**src/rtl/spi_txn_arbiter_if.sv**
```systemverilog
`default_nettype none
// +------------------------------------------------------------------+
// | spi_txn_arbiter_if                                               |
// | Requester and SPI-master signal bundle for spi_txn_arbiter.      |
// | slave  : the arbiter side (drives grants, strobes, rx byte)      |
// | master : the environment side (drives requests, tx bytes, MISO)  |
// | Revision: 1.0                                                    |
// +------------------------------------------------------------------+
interface spi_txn_arbiter_if;
  // requester side
  logic [1:0] req;
  logic [7:0] tx_data0;
  logic [7:0] tx_data1;
  logic [1:0] gnt;
  logic [1:0] done;
  logic [7:0] rx_data;
  logic       busy;
  // SPI master side
  logic       spi_start;
  logic       spi_load;
  logic       spi_read;
  logic [7:0] spi_data_in;
  logic [7:0] spi_data_out;

  modport slave (
    input  req, tx_data0, tx_data1, spi_data_out,
    output gnt, done, rx_data, busy,
    output spi_start, spi_load, spi_read, spi_data_in
  );

  modport master (
    output req, tx_data0, tx_data1, spi_data_out,
    input  gnt, done, rx_data, busy,
    input  spi_start, spi_load, spi_read, spi_data_in
  );
endinterface
`default_nettype wire

```
**src/rtl/spi_txn_arbiter.sv**
```systemverilog
`default_nettype none
// +------------------------------------------------------------------+
// | spi_txn_arbiter                                                  |
// | Round-robin arbiter sharing one SPI master between two           |
// | requesters. Each granted transaction runs LOAD, SHIFT x N,       |
// | LATCH, CAPTURE, DONE and an optional idle GAP.                   |
// | SHIFT_CYCLES legal range 1..8, GAP_CYCLES legal range 0..15.     |
// | Revision: 1.0                                                    |
// +------------------------------------------------------------------+
module spi_txn_arbiter #(
  parameter int unsigned SHIFT_CYCLES = 8,
  parameter int unsigned GAP_CYCLES   = 1
) (
  input wire               sclk,
  input wire               reset,
  spi_txn_arbiter_if.slave bus
);

  // Terminal counts for the shared 4-bit phase counter.
  localparam logic [3:0] SHIFT_LAST = 4'(SHIFT_CYCLES - 1);
  localparam logic [3:0] GAP_LAST   = (GAP_CYCLES == 0) ? 4'd0 : 4'(GAP_CYCLES - 1);

  typedef enum logic [2:0] {
    IDLE    = 3'd0,
    LOAD    = 3'd1,
    SHIFT   = 3'd2,
    LATCH   = 3'd3,
    CAPTURE = 3'd4,
    DONE    = 3'd5,
    GAP     = 3'd6
  } state_t;

  state_t     state;
  state_t     state_nxt;
  logic [3:0] cnt;
  logic       cnt_run;
  logic       last_served;   // 1: requester 1 was served most recently
  logic [1:0] winner;
  logic [1:0] gnt_q;
  logic [7:0] rx_q;
  logic       start_c;
  logic       load_c;
  logic       read_c;
  logic [7:0] data_in_c;
  logic [1:0] done_c;

  // Round-robin pick: on contention the requester not served last wins.
  always_comb begin
    winner = 2'b00;
    if (bus.req == 2'b11) begin
      winner = last_served ? 2'b01 : 2'b10;
    end else if (bus.req[0]) begin
      winner = 2'b01;
    end else if (bus.req[1]) begin
      winner = 2'b10;
    end
  end

  // State register; reset aborts any transaction in flight.
  always_ff @(posedge sclk or negedge reset) begin
    if (!reset) begin
      state <= IDLE;
    end else begin
      state <= state_nxt;
    end
  end

  // Next-state and SPI strobe decode.
  always_comb begin
    state_nxt = state;
    start_c   = 1'b0;
    load_c    = 1'b0;
    read_c    = 1'b0;
    data_in_c = 8'h00;
    done_c    = 2'b00;
    case (state)
      IDLE: begin
        if (|bus.req) begin
          state_nxt = LOAD;
        end
      end
      LOAD: begin
        start_c   = 1'b1;
        load_c    = 1'b1;
        // The SPI master captures this byte at the end of LOAD, so later
        // tx_data changes cannot reach the current transaction.
        data_in_c = gnt_q[1] ? bus.tx_data1 : bus.tx_data0;
        state_nxt = SHIFT;
      end
      SHIFT: begin
        start_c = 1'b1;
        if (cnt == SHIFT_LAST) begin
          state_nxt = LATCH;
        end
      end
      LATCH: begin
        start_c   = 1'b1;
        read_c    = 1'b1;
        state_nxt = CAPTURE;
      end
      CAPTURE: begin
        start_c   = 1'b1;
        read_c    = 1'b1;
        state_nxt = DONE;
      end
      DONE: begin
        done_c    = gnt_q;
        state_nxt = (GAP_CYCLES == 0) ? IDLE : GAP;
      end
      GAP: begin
        if (cnt == GAP_LAST) begin
          state_nxt = IDLE;
        end
      end
      default: begin
        state_nxt = IDLE;
      end
    endcase
  end

  // The counter restarts from zero on entry to SHIFT or GAP.
  assign cnt_run = ((state == SHIFT) && (state_nxt == SHIFT)) ||
                   ((state == GAP)   && (state_nxt == GAP));

  // Phase counter shared by SHIFT and GAP.
  always_ff @(posedge sclk or negedge reset) begin
    if (!reset) begin
      cnt <= 4'd0;
    end else if (cnt_run) begin
      cnt <= cnt + 4'd1;
    end else begin
      cnt <= 4'd0;
    end
  end

  // Grant is set leaving IDLE and dropped at the end of DONE.
  always_ff @(posedge sclk or negedge reset) begin
    if (!reset) begin
      gnt_q <= 2'b00;
    end else if ((state == IDLE) && (|bus.req)) begin
      gnt_q <= winner;
    end else if (state == DONE) begin
      gnt_q <= 2'b00;
    end
  end

  // Remember who was served; starts at 1 so requester 0 wins first.
  always_ff @(posedge sclk or negedge reset) begin
    if (!reset) begin
      last_served <= 1'b1;
    end else if ((state == IDLE) && (|bus.req)) begin
      last_served <= winner[1];
    end
  end

  // Received byte is taken at the end of CAPTURE and held until the next one.
  always_ff @(posedge sclk or negedge reset) begin
    if (!reset) begin
      rx_q <= 8'h00;
    end else if (state == CAPTURE) begin
      rx_q <= bus.spi_data_out;
    end
  end

  assign bus.gnt         = gnt_q;
  assign bus.done        = done_c;
  assign bus.rx_data     = rx_q;
  assign bus.busy        = (state != IDLE);
  assign bus.spi_start   = start_c;
  assign bus.spi_load    = load_c;
  assign bus.spi_read    = read_c;
  assign bus.spi_data_in = data_in_c;

endmodule
`default_nettype wire
```
**src/flat_wrapper.sv**
```systemverilog
// flat-port wrapper written by rule: the top's interface ports become plain ports
module spi_txn_arbiter_flat 
#(
  parameter int unsigned SHIFT_CYCLES = 8,
  parameter int unsigned GAP_CYCLES   = 1
)
  (sclk, reset, bus_req, bus_tx_data0, bus_tx_data1, bus_spi_data_out, bus_gnt, bus_done, bus_rx_data, bus_busy, bus_spi_start, bus_spi_load, bus_spi_read, bus_spi_data_in);
  spi_txn_arbiter_if bus_i ();
  input wire sclk;
  input wire reset;
  input wire logic [$bits(bus_i.req)-1:0] bus_req;
  input wire logic [$bits(bus_i.tx_data0)-1:0] bus_tx_data0;
  input wire logic [$bits(bus_i.tx_data1)-1:0] bus_tx_data1;
  input wire logic [$bits(bus_i.spi_data_out)-1:0] bus_spi_data_out;
  output wire logic [$bits(bus_i.gnt)-1:0] bus_gnt;
  output wire logic [$bits(bus_i.done)-1:0] bus_done;
  output wire logic [$bits(bus_i.rx_data)-1:0] bus_rx_data;
  output wire logic [$bits(bus_i.busy)-1:0] bus_busy;
  output wire logic [$bits(bus_i.spi_start)-1:0] bus_spi_start;
  output wire logic [$bits(bus_i.spi_load)-1:0] bus_spi_load;
  output wire logic [$bits(bus_i.spi_read)-1:0] bus_spi_read;
  output wire logic [$bits(bus_i.spi_data_in)-1:0] bus_spi_data_in;
  assign bus_i.req = bus_req;
  assign bus_i.tx_data0 = bus_tx_data0;
  assign bus_i.tx_data1 = bus_tx_data1;
  assign bus_i.spi_data_out = bus_spi_data_out;
  assign bus_gnt = bus_i.gnt;
  assign bus_done = bus_i.done;
  assign bus_rx_data = bus_i.rx_data;
  assign bus_busy = bus_i.busy;
  assign bus_spi_start = bus_i.spi_start;
  assign bus_spi_load = bus_i.spi_load;
  assign bus_spi_read = bus_i.spi_read;
  assign bus_spi_data_in = bus_i.spi_data_in;
  spi_txn_arbiter #(.SHIFT_CYCLES(SHIFT_CYCLES), .GAP_CYCLES(GAP_CYCLES)) u_core (.sclk(sclk), .reset(reset), .bus(bus_i));
endmodule
```
**config.mk**
```make
export PLATFORM = sky130hd
export DESIGN_NAME = spi_txn_arbiter_flat
export DESIGN_NICKNAME = d
export VERILOG_FILES = /design/src/rtl/spi_txn_arbiter_if.sv /design/src/rtl/spi_txn_arbiter.sv /design/src/flat_wrapper.sv
export SDC_FILE = /design/constraint.sdc
export NUM_CORES = 1
export LEC_CHECK = 0
export CAP_MARGIN = 20
export CORE_ASPECT_RATIO = 1.1
export CORE_MARGIN = 2
export CORE_UTILIZATION = 40
export CTS_BUF_LIST = sky130_fd_sc_hd__clkbuf_8
export DETAILED_ROUTE_END_ITERATION = 10
export GPL_TIMING_DRIVEN = 0
export PLACE_DENSITY = 0.86
export SYNTH_ARGS = -nofsm -noshare
export SYNTH_HDL_FRONTEND = slang
export SYNTH_SLANG_ARGS = --single-unit
```
**constraint.sdc**
```tcl
create_clock -name sclk -period 2 [get_ports sclk]
set_clock_uncertainty 0.1 [all_clocks]
set_input_delay 0.2 -clock sclk [delete_from_list [all_inputs] [get_ports sclk]]
set_output_delay 0.2 -clock sclk [all_outputs]
set_load 0.02 [all_outputs]
```
==> out/metrics.cfg <==
[drt]
firstDrtPassIters = 4
drtIter0Drc = 7
drc = 0
drt_wl_total_um = 2451
post_drt_wl_per_cell_um = 13.39
drtAntennaViolNets = 0
dr_total_vias = 928
routed_via_density = 5.071

[setup_path]
crit_chain = buf_6 > or3_4 > nor2_1 > clkdlybuf4s15_2
startpoint = u_core.state[2]$_DFF_PN0_
path_buf_inv = 2
worst-r2r-cell-count = 4
crit_required_ps = 1700
path_class = reg2out
cp_top_family = simple AND/OR/NAND/NOR gates
r2r_slack_ps = 480
reg2reg_to = u_core.bus.gnt[1]$_DFFE_PN0P_
max_stage_delay_ps = 440
setup.worst_path.end_class = output port
crit_cells = 4
cp_slowest_cell = or3_4
timing.rr.start = u_core.state[2]$_DFF_PN0_
crit_path_end = bus_spi_data_in[7]
crit_path_start_kind = register
worst-path-max-fanout = 10
arrival_ps = 1600

[clocking]
ctsHoldBuffers = 0
cts_inserted_buffers = 3
clockBufferDepth = 2
htreeDepth = 1
clock_sinks = 18
clockRootBuffer = clkbuf_8
clk_latency_ps = 260
tritoncts = done
clkSlewWorstSetupHoldPaths_ps = 70

[synth]
synthesis.area_mm2 = 0.001005
postSynthAreaPerCell_um2 = 10.25
synth_ff_type = dfrtp_1
synthTopCellsByArea = dfrtp_1, mux2_2, mux2i_1, nor2_1, inv_1
syn_inst = 98
synth.ff_latch_count = 18
ys_warn_count = 0
synth-edff-count = 0
synth_top_area_frac = 0.4234
synthTopCellsByCount = dfrtp_1, nor2_1, inv_1
yosysTopAreaCell = dfrtp_1
ys_types = 35
yosysMostFrequentCell = dfrtp_1
synth_nets = 128
ys_seq_area_frac = 0.4496
async_reset_ff_frac = 1.000

[sta]
fin_crit_sh = 0.9514
fin_crit_ps = 1903
max-slew-margin-rel = 0.4827
rsz0062_at_grt = no
slew_violations = 0
hold_violations = 0
setup_violations = 0
fin_tns_setup_ps = 0
fmax_mhz = 525.5
max_slew.worst_pin.slew_ps = 773.5

[hold_path]
worstHoldPathType = in2async

[run_status]
status = completed

[finish]
n_antenna_cell = 0
final_layout_size_suffix_gt1_frac = 0.2237
area_growth_pct = 57.41
finalNetCount = 183
design_area_mm2 = 0.001582
fin_util = 0.6459

[floorplanning]
die_y_um = 56.57
fp.coreArea_mm2 = 0.002449
row_count = 19
initial_core_util = 0.4103
die-area_mm2 = 0.002929
io_pins = 52
die_x_um = 51.79

[place]
postPlaceCellArea_mm2 = 0.001554
gp_congestion = 0.8293
io_buffers = 51
place_hpwl_um = 1958

[global_route]
grt_max_degree = 19
antenna_found_initial = 0
grt_pass1_vias = 956
grt-ovfl-total = 0
grtUsageTotal = 0.1806
grt_pass1_wl_um = 3988

[power_and_ir_drop]
leakage_nw = 0.6971
worst_ir_drop_vdd_mv = 0.9358
pwr_density_cell_mw_per_mm2 = 1397

[run]
drv_cap = 0

[logic make-up after synthesis]
family / after synthesis / synth area share
simple gates: 30 / 0.1669
flops: 18 / 0.4496
compound gates: 15 / 0.1009
buf+inv: 14 / 0.06226
xor+xnor: 3 / 0.02616
fa+ha+maj: 2 / 0.02490
mux: 16 / 0.1694
[repair_timing]
item                                    4_1_cts  5_1_grt
endpoints found under the setup margin       14       10
pin swaps                                     1        0
endpoints found under the hold margin         0        0
resized for setup                            33        9
setup buffers                                 1        0
[routing by layer]
layer | share of wire | track usage | vias up
li1 | - | - | 443
met1 | 0.37 | 0.1879 | 431
met2 | 0.49 | 0.3278 | 49
met3 | 0.13 | 0.05053 | 5
met4 | 0.018 | 0.07895 | 0
met5 | 0 | 0 | -
[flip-flops by register name (all words and copies together) (netlist names)]
name and flops:
u_core.last_served 1, u_core.bus.gnt 2, u_core.state 3, u_core.bus.rx_data 8, u_core.cnt 4
[worst min-delay path by stage]
stage | startpoint | endpoint | slack [ps]
after global placement | u_core.cnt[0]$_DFF_PN0_ | u_core.cnt[0]$_DFF_PN0_ | 360
after floorplan | reset | u_core.bus.gnt[0]$_DFFE_PN0P_ | -200
after detailed placement | u_core.cnt[0]$_DFF_PN0_ | u_core.cnt[0]$_DFF_PN0_ | 380
after global routing | reset | u_core.cnt[0]$_DFF_PN0_ | 380
after CTS | reset | u_core.bus.rx_data[1]$_DFFE_PN0P_ | 330
final | reset | u_core.bus.rx_data[1]$_DFFE_PN0P_ | 290
[area by class of cell]
class / count / area (um^2)
fillers: 209 / 867.1
multi-input cells: 66 / 500.5
repair buffers: 52 / 479.2
flip-flops and latches: 18 / 452.9
clock buffers: 4 / 55.05
well taps: 31 / 38.79
inverters: 9 / 33.78
plain buffers: 3 / 21.27
[cell usage in the layout (no fill, tap or decap), drive strengths merged, types with 2 or more instances in the layout]
cell type | Yosys | final
ha | 2 | 2
mux2i | 8 | 8
nor2 | 15 | 15
xnor2 | 2 | 2
a21oi | 2 | 2
inv | 9 | 9
nand2 | 2 | 2
clkdlybuf4s15 | 0 | 2
nand3 | 2 | 2
o21ai | 4 | 4
clkbuf | 1 | 5
clkdlybuf4s50 | 0 | 37
a31oi | 2 | 2
dlygate4sd2 | 0 | 5
nand2b | 2 | 2
buf | 4 | 10
nor3 | 2 | 2
mux2 | 8 | 8
dfrtp | 17 | 17
[stage by stage]
stage	setup WS [ps]	power, mW	hold slack, ps	std cells
2_1_floorplan	333.7	1.425	-195.6	98
5_1_grt	53.45	2.358	381.3	183
3_3_place_gp	-158.5	1.951	365.0	180
3_5_place_dp	-190.3	1.985	384.3	180
4_1_cts	0.9477	2.264	327.4	184
6_report	97.12	2.209	290.1	183
[power breakdown]
part           leakage [nW]  switching (mW)  internal, mW
clock                0.0288           0.121         0.175
combinational         0.446           0.644         0.616
sequential            0.222           0.127         0.525
No activity file was read; power rests on OpenSTA's default activity.
==> edit 1 (same flow settings) <==
Reset style: synchronous (`reset`), changed in 5 clocked blocks.
--- a/src/rtl/spi_txn_arbiter.sv
+++ b/src/rtl/spi_txn_arbiter.sv
@@ -59,3 +59,3 @@
   // State register; reset aborts any transaction in flight.
-  always_ff @(posedge sclk or negedge reset) begin
+  always_ff @(posedge sclk) begin
     if (!reset) begin
@@ -125,3 +125,3 @@
   // Phase counter shared by SHIFT and GAP.
-  always_ff @(posedge sclk or negedge reset) begin
+  always_ff @(posedge sclk) begin
     if (!reset) begin
@@ -136,3 +136,3 @@
   // Grant is set leaving IDLE and dropped at the end of DONE.
-  always_ff @(posedge sclk or negedge reset) begin
+  always_ff @(posedge sclk) begin
     if (!reset) begin
@@ -147,3 +147,3 @@
   // Remember who was served; starts at 1 so requester 0 wins first.
-  always_ff @(posedge sclk or negedge reset) begin
+  always_ff @(posedge sclk) begin
     if (!reset) begin
@@ -156,3 +156,3 @@
   // Received byte is taken at the end of CAPTURE and held until the next one.
-  always_ff @(posedge sclk or negedge reset) begin
+  always_ff @(posedge sclk) begin
     if (!reset) begin
Formal check against the unedited RTL: differs if reset is asserted again (counterexample within 4 cycles, from zero or initial values and one cycle with reset low); with reset held inactive, the same outputs for 10 cycles.
==> edit 1 against the unedited design <==
  * Setup slack gained 0.026 ns
  * First-iteration DRC count grew to 3.4 times the old value
  * Cell area is 0.32% higher
  * Sequential cell count stayed put
  * Non-clock buffer count grew 3
  * Synthesized area decreased by 0.25%
  * Critical endpoint is now bus_spi_data_in[1]
  * Synthesized cell count is 18% higher
  * Routed wire length rose by 10%
  * Maximum frequency rose by 1.4%
  * Worst hold slack got worse by 0.11 ns
  * Critical path depth is 1 higher
Power is not compared: it rests on default switching activity, and its combinational part moved more than twofold at a synthesized area within 25%.
==> edit 1: results (changes against the unedited design) <==
metric,value,unit,change
outcome,"finished, final reports clean",,
post-CTS setup buffers,0,,-1
"Largest delay share family, worst path",buffers and inverters,,
WL final,2697,um,+10%
Routability Congestion,0.8464,,+2.1%
Syn Nets,146,,+14%
detailed placer's ending HPWL,2167,um,+11%
register area share after synthesis,0.3596,,-0.09001
slowest CP cell,dfxtp_2,,
global-route wire length before repair,4319,um,+8.3%
total track usage,0.1954,,+0.01481
asr flop ratio synth,0,,-1.000
pre-CTS setup slack,-0.06161,ns,+0.1287 ns
crit path from,u_core.state[2]$_SDFF_PN0_,,
PortBufs,50,,-2.0%
fin worst setup slack,0.1235,ns,+0.02633 ns
Min-Delay Path Class,primary input to flop,,
Hold Worst Slack,0.1797,ns,-0.1103 ns
Reg2Reg Launch Point,u_core.state[1]$_SDFF_PN0_,,
worst r2r path cells,5,,+1
reg2reg end,u_core.bus.rx_data[1]$_SDFFE_PN0P_,,
CP peak stage delay,0.37,ns,-0.07 ns
vias per cell,5.100,,+0.57%
WP data arrival,1.58,ns,-0.02 ns
vias in the first global route,1023,,+7.0%
largest net degree at the start of global routing,11,,-8
fraction of layout cells with a size suffix above 1,0.08876,,-0.1349
Post-Syn Instances,116,,+18%
synth top area cells,"dfxtp_1 36%, mux2i_1 16%, nor2_1 8.2%, nor2b_1 3.1%, ha_1 2.5%",,
DR iter-0 viols,24,,+17
ys flop type,dfxtp_1,,
CP endpoint,bus_spi_data_in[1],,
fillers,204,,-2.4%
## edit 1: cell types whose count changed after synthesis, sizes merged, moves of 3 or more
cell and delta:
mux2i +8, nor2b +4, nor2 +7, inv -3, dfrtp -17, mux2 -8, dfxtp +18
## edit 1: logic make-up after synthesis
logic type      share of synthesized area
fa+ha+maj                         0.02496
compound gates                     0.1011
simple gates                       0.2672
flops                              0.3596
mux                                0.1598
xor+xnor                          0.02622
buf+inv                           0.06117
## edit 1: stage by stage
step             util  setup TNS, ns
2_1_floorplan       -              0
4_1_cts        0.6454              0
6_report       0.6479              0
3_3_place_gp   0.6295        -0.1299
5_1_grt        0.6479              0
3_5_place_dp   0.6295        -0.4146
## edit 1: power groups by stage
stage / sequential, uW / combinational [uW] / clock [uW]
after floorplan: 412 / 174 / 0
after global placement: 404 / 326 / 0
after detailed placement: 404 / 335 / 0
after CTS: 398 / 323 / 258
after global routing: 403 / 348 / 271
final: 400 / 322 / 254
## edit 1: routing by layer
layer | vias up | wire length, um | share of wire | global-route usage
met5 | - | 0 | 0 | 0
met3 | 3 | 265 | 0.098 | 0.05053
li1 | 504 | - | - | -
met1 | 461 | 1031 | 0.38 | 0.2113
met4 | 0 | 34 | 0.013 | 0.07895
met2 | 52 | 1366 | 0.51 | 0.3516
## edit 1: what timing repair did
item	CTS	global route
setup endpoints to repair	13	2
gates resized for setup	17	7
hold endpoints to repair	0	0
## edit 1: layout make-up
| cell class | count | area (um^2) | share of cell area |
|---|---|---|---|
| sequential | 18 | 362.8 | 0.2287 |
| clock buffer | 3 | 41.29 | 0.02603 |
| buffer | 8 | 48.80 | 0.03076 |
| tap | 31 | 38.79 | 0.02445 |
| timing repair buffer | 50 | 484.2 | 0.3052 |
| multi-input combinational | 84 | 588.1 | 0.3707 |
| inverter | 6 | 22.52 | 0.01420 |
==> edit 2 (same flow settings) <==
Made on the original files. `SHIFT_CYCLES` is set to 8 in 2 places; all go to 7. Comments in the files are not updated.
--- a/src/rtl/spi_txn_arbiter.sv
+++ b/src/rtl/spi_txn_arbiter.sv
@@ -10,3 +10,3 @@
 module spi_txn_arbiter #(
-  parameter int unsigned SHIFT_CYCLES = 8,
+  parameter int unsigned SHIFT_CYCLES = 7,
   parameter int unsigned GAP_CYCLES   = 1
--- a/src/flat_wrapper.sv
+++ b/src/flat_wrapper.sv
@@ -3,3 +3,3 @@
 #(
-  parameter int unsigned SHIFT_CYCLES = 8,
+  parameter int unsigned SHIFT_CYCLES = 7,
   parameter int unsigned GAP_CYCLES   = 1
Formal check against the unedited RTL: not equivalent (Yosys sat finds a counterexample within 10 cycles, from zero or initial values and one cycle with reset low).
==> edit 2 against the unedited design <==
  * Synthesized area increased by 3.9%
  * Synthesized cell count increased by 1.0%
  * Sequential power decreased by 2%
  * Critical endpoint is now bus_spi_data_in[2]
  * Power increased by 4.4%
  * Largest power group unchanged
  * Routed wire length increased by 2.8%
  * First-iteration DRC count decreased by 29%
  * Non-clock buffer count increased by 1
  * Critical path type unchanged
  * Sequential cell count unchanged
  * Highest routed layer is now met3
  * Largest cell class unchanged
  * Global-route usage decreased by 1.0 points
  * Cell area increased by 3.5%
  * Setup slack got worse by 0.023 ns
  * Maximum frequency decreased by 1.2%
==> edit 2: results (changes against the unedited design) <==
metric,value,unit,change
clk buf depth,2,,unchanged
multiplexer area fraction after synthesis,0.1631,,-0.006295
pre-CTS setup slack,-0.1415,ns,+0.04881 ns
WP data arrival,1.63,ns,+0.03 ns
slowest CP cell,or3_4,,
synth top area cells,"dfrtp_1 41%, mux2_2 8.6%, mux2i_1 7.7%, nor2_1 5.4%, buf_6 4.3%",,
P_clk,296,uW,about the same
Routability Congestion,0.7798,,-6.0%
P per Cell Area,1409,mW/mm^2,+0.86%
initial antenna violation count,0,,unchanged
WL per Instance,13.62,um,+1.7%
global-route wire length before repair,3829,um,-4.0%
root buffer cell,clkbuf_8,,
Cell Int Power,1381,uW,+4.9%
DR iter-0 viols,5,,-2
Yosys cell types,33,,-5.7%
clock slew at reported path FFs,0.07,ns,about the same
vias in the first global route,918,,-4.0%
TritonCTS buffer count,3,,unchanged
complex-gate fraction of the synthesized area,0.09952,,-0.001351
largest net degree at the start of global routing,19,,unchanged
Post-CTS Hold Buffers,0,,unchanged
Slew HR,0.4477,,-0.03505
post-CTS setup buffers,1,,unchanged
total track usage,0.1703,,-0.01028
fillers,210,,+0.48%
vias per cell,4.935,,-2.7%
Syn Nets,130,,+1.6%
seq pwr,637,uW,-2%
P_leak,0.0007315,uW,+4.9%
register area share after synthesis,0.4329,,-0.01671
post-cts sizing count,19,,-42%
Final nets,186,,+1.6%
dpl cells,181,,+0.56%
outcome,"finished, final reports clean",,
Largest register FFs,8,,unchanged
Min-Delay Path Class,primary input to asynchronous set/reset pin,,
Post-Synth XOR/XNOR Area,0.02518,,-0.0009721
fraction of layout cells with a size suffix above 1,0.2468,,+0.02307
WL final,2520,um,+2.8%
Max VDD drop,0.001112,V,+19%
H-tree Lvls,1,,unchanged
Post-Synth Adder-Cell Area,0.03597,,+0.01106
syn avg cell area,10.54,um^2,+2.8%
Post-DP Area,0.001593,mm^2,+2.5%
detailed placer's ending HPWL,1966,um,+0.41%
most instantiated cells after synthesis,"17 x dfrtp_1, 15 x nor2_1, 9 x inv_1",,
drt pass-1 iters,3,,-1
edit 2: layer usage:
metal	track usage	vias to the layer above	wire (um)
met4	0.05861	0	0
met5	0	-	0
met1	0.1875	414	998
met2	0.2982	51	1217
met3	0.06021	0	303
li1	-	448	-
edit 2: cell type report:
| type | instances | area share |
|---|---|---|
| timing repair buffer | 52 | 0.2966 |
| tap | 31 | 0.02370 |
| multi-input combinational | 67 | 0.3211 |
| buffer | 4 | 0.02752 |
| sequential | 18 | 0.2768 |
| clock buffer | 4 | 0.03364 |
| inverter | 9 | 0.02064 |
edit 2: path summary, 6_finish.rpt:
check                                                from                            end  slack (ns)  cells past startpoint
worst max register to register  u_core.state[2]$_DFF_PN0_  u_core.bus.gnt[1]$_DFFE_PN0P_        0.46                      4
max in group asynchronous                           reset      u_core.state[1]$_DFF_PN0_        0.92                      1
worst max-delay path            u_core.state[2]$_DFF_PN0_             bus_spi_data_in[2]        0.07                      4
min in group sclk                 u_core.cnt[0]$_DFF_PN0_        u_core.cnt[0]$_DFF_PN0_        0.40                      1
worst min register to register    u_core.cnt[0]$_DFF_PN0_        u_core.cnt[0]$_DFF_PN0_        0.40                      1
worst min-delay path                                reset        u_core.cnt[0]$_DFF_PN0_        0.32                      1
edit 2: through the flow:
stage	util	TNS, ns	hold WS [ns]
2_1_floorplan	-	0	-0.1956
3_3_place_gp	0.6381	-0.9205	0.3650
3_5_place_dp	0.6381	-1.058	0.3900
4_1_cts	0.6622	0	0.3413
5_1_grt	0.6556	0	0.3762
6_report	0.6556	0	0.3223
edit 2: cells by family after synthesis:
| family | after synthesis |
|---|---|
| buffers and inverters | 14 |
| XOR/XNOR | 3 |
| AO/OA/AOI/OAI | 15 |
| multiplexers | 16 |
| flip-flops | 18 |
| AND/OR/NAND/NOR | 30 |
| adder cells (fa/ha/maj) | 3 |
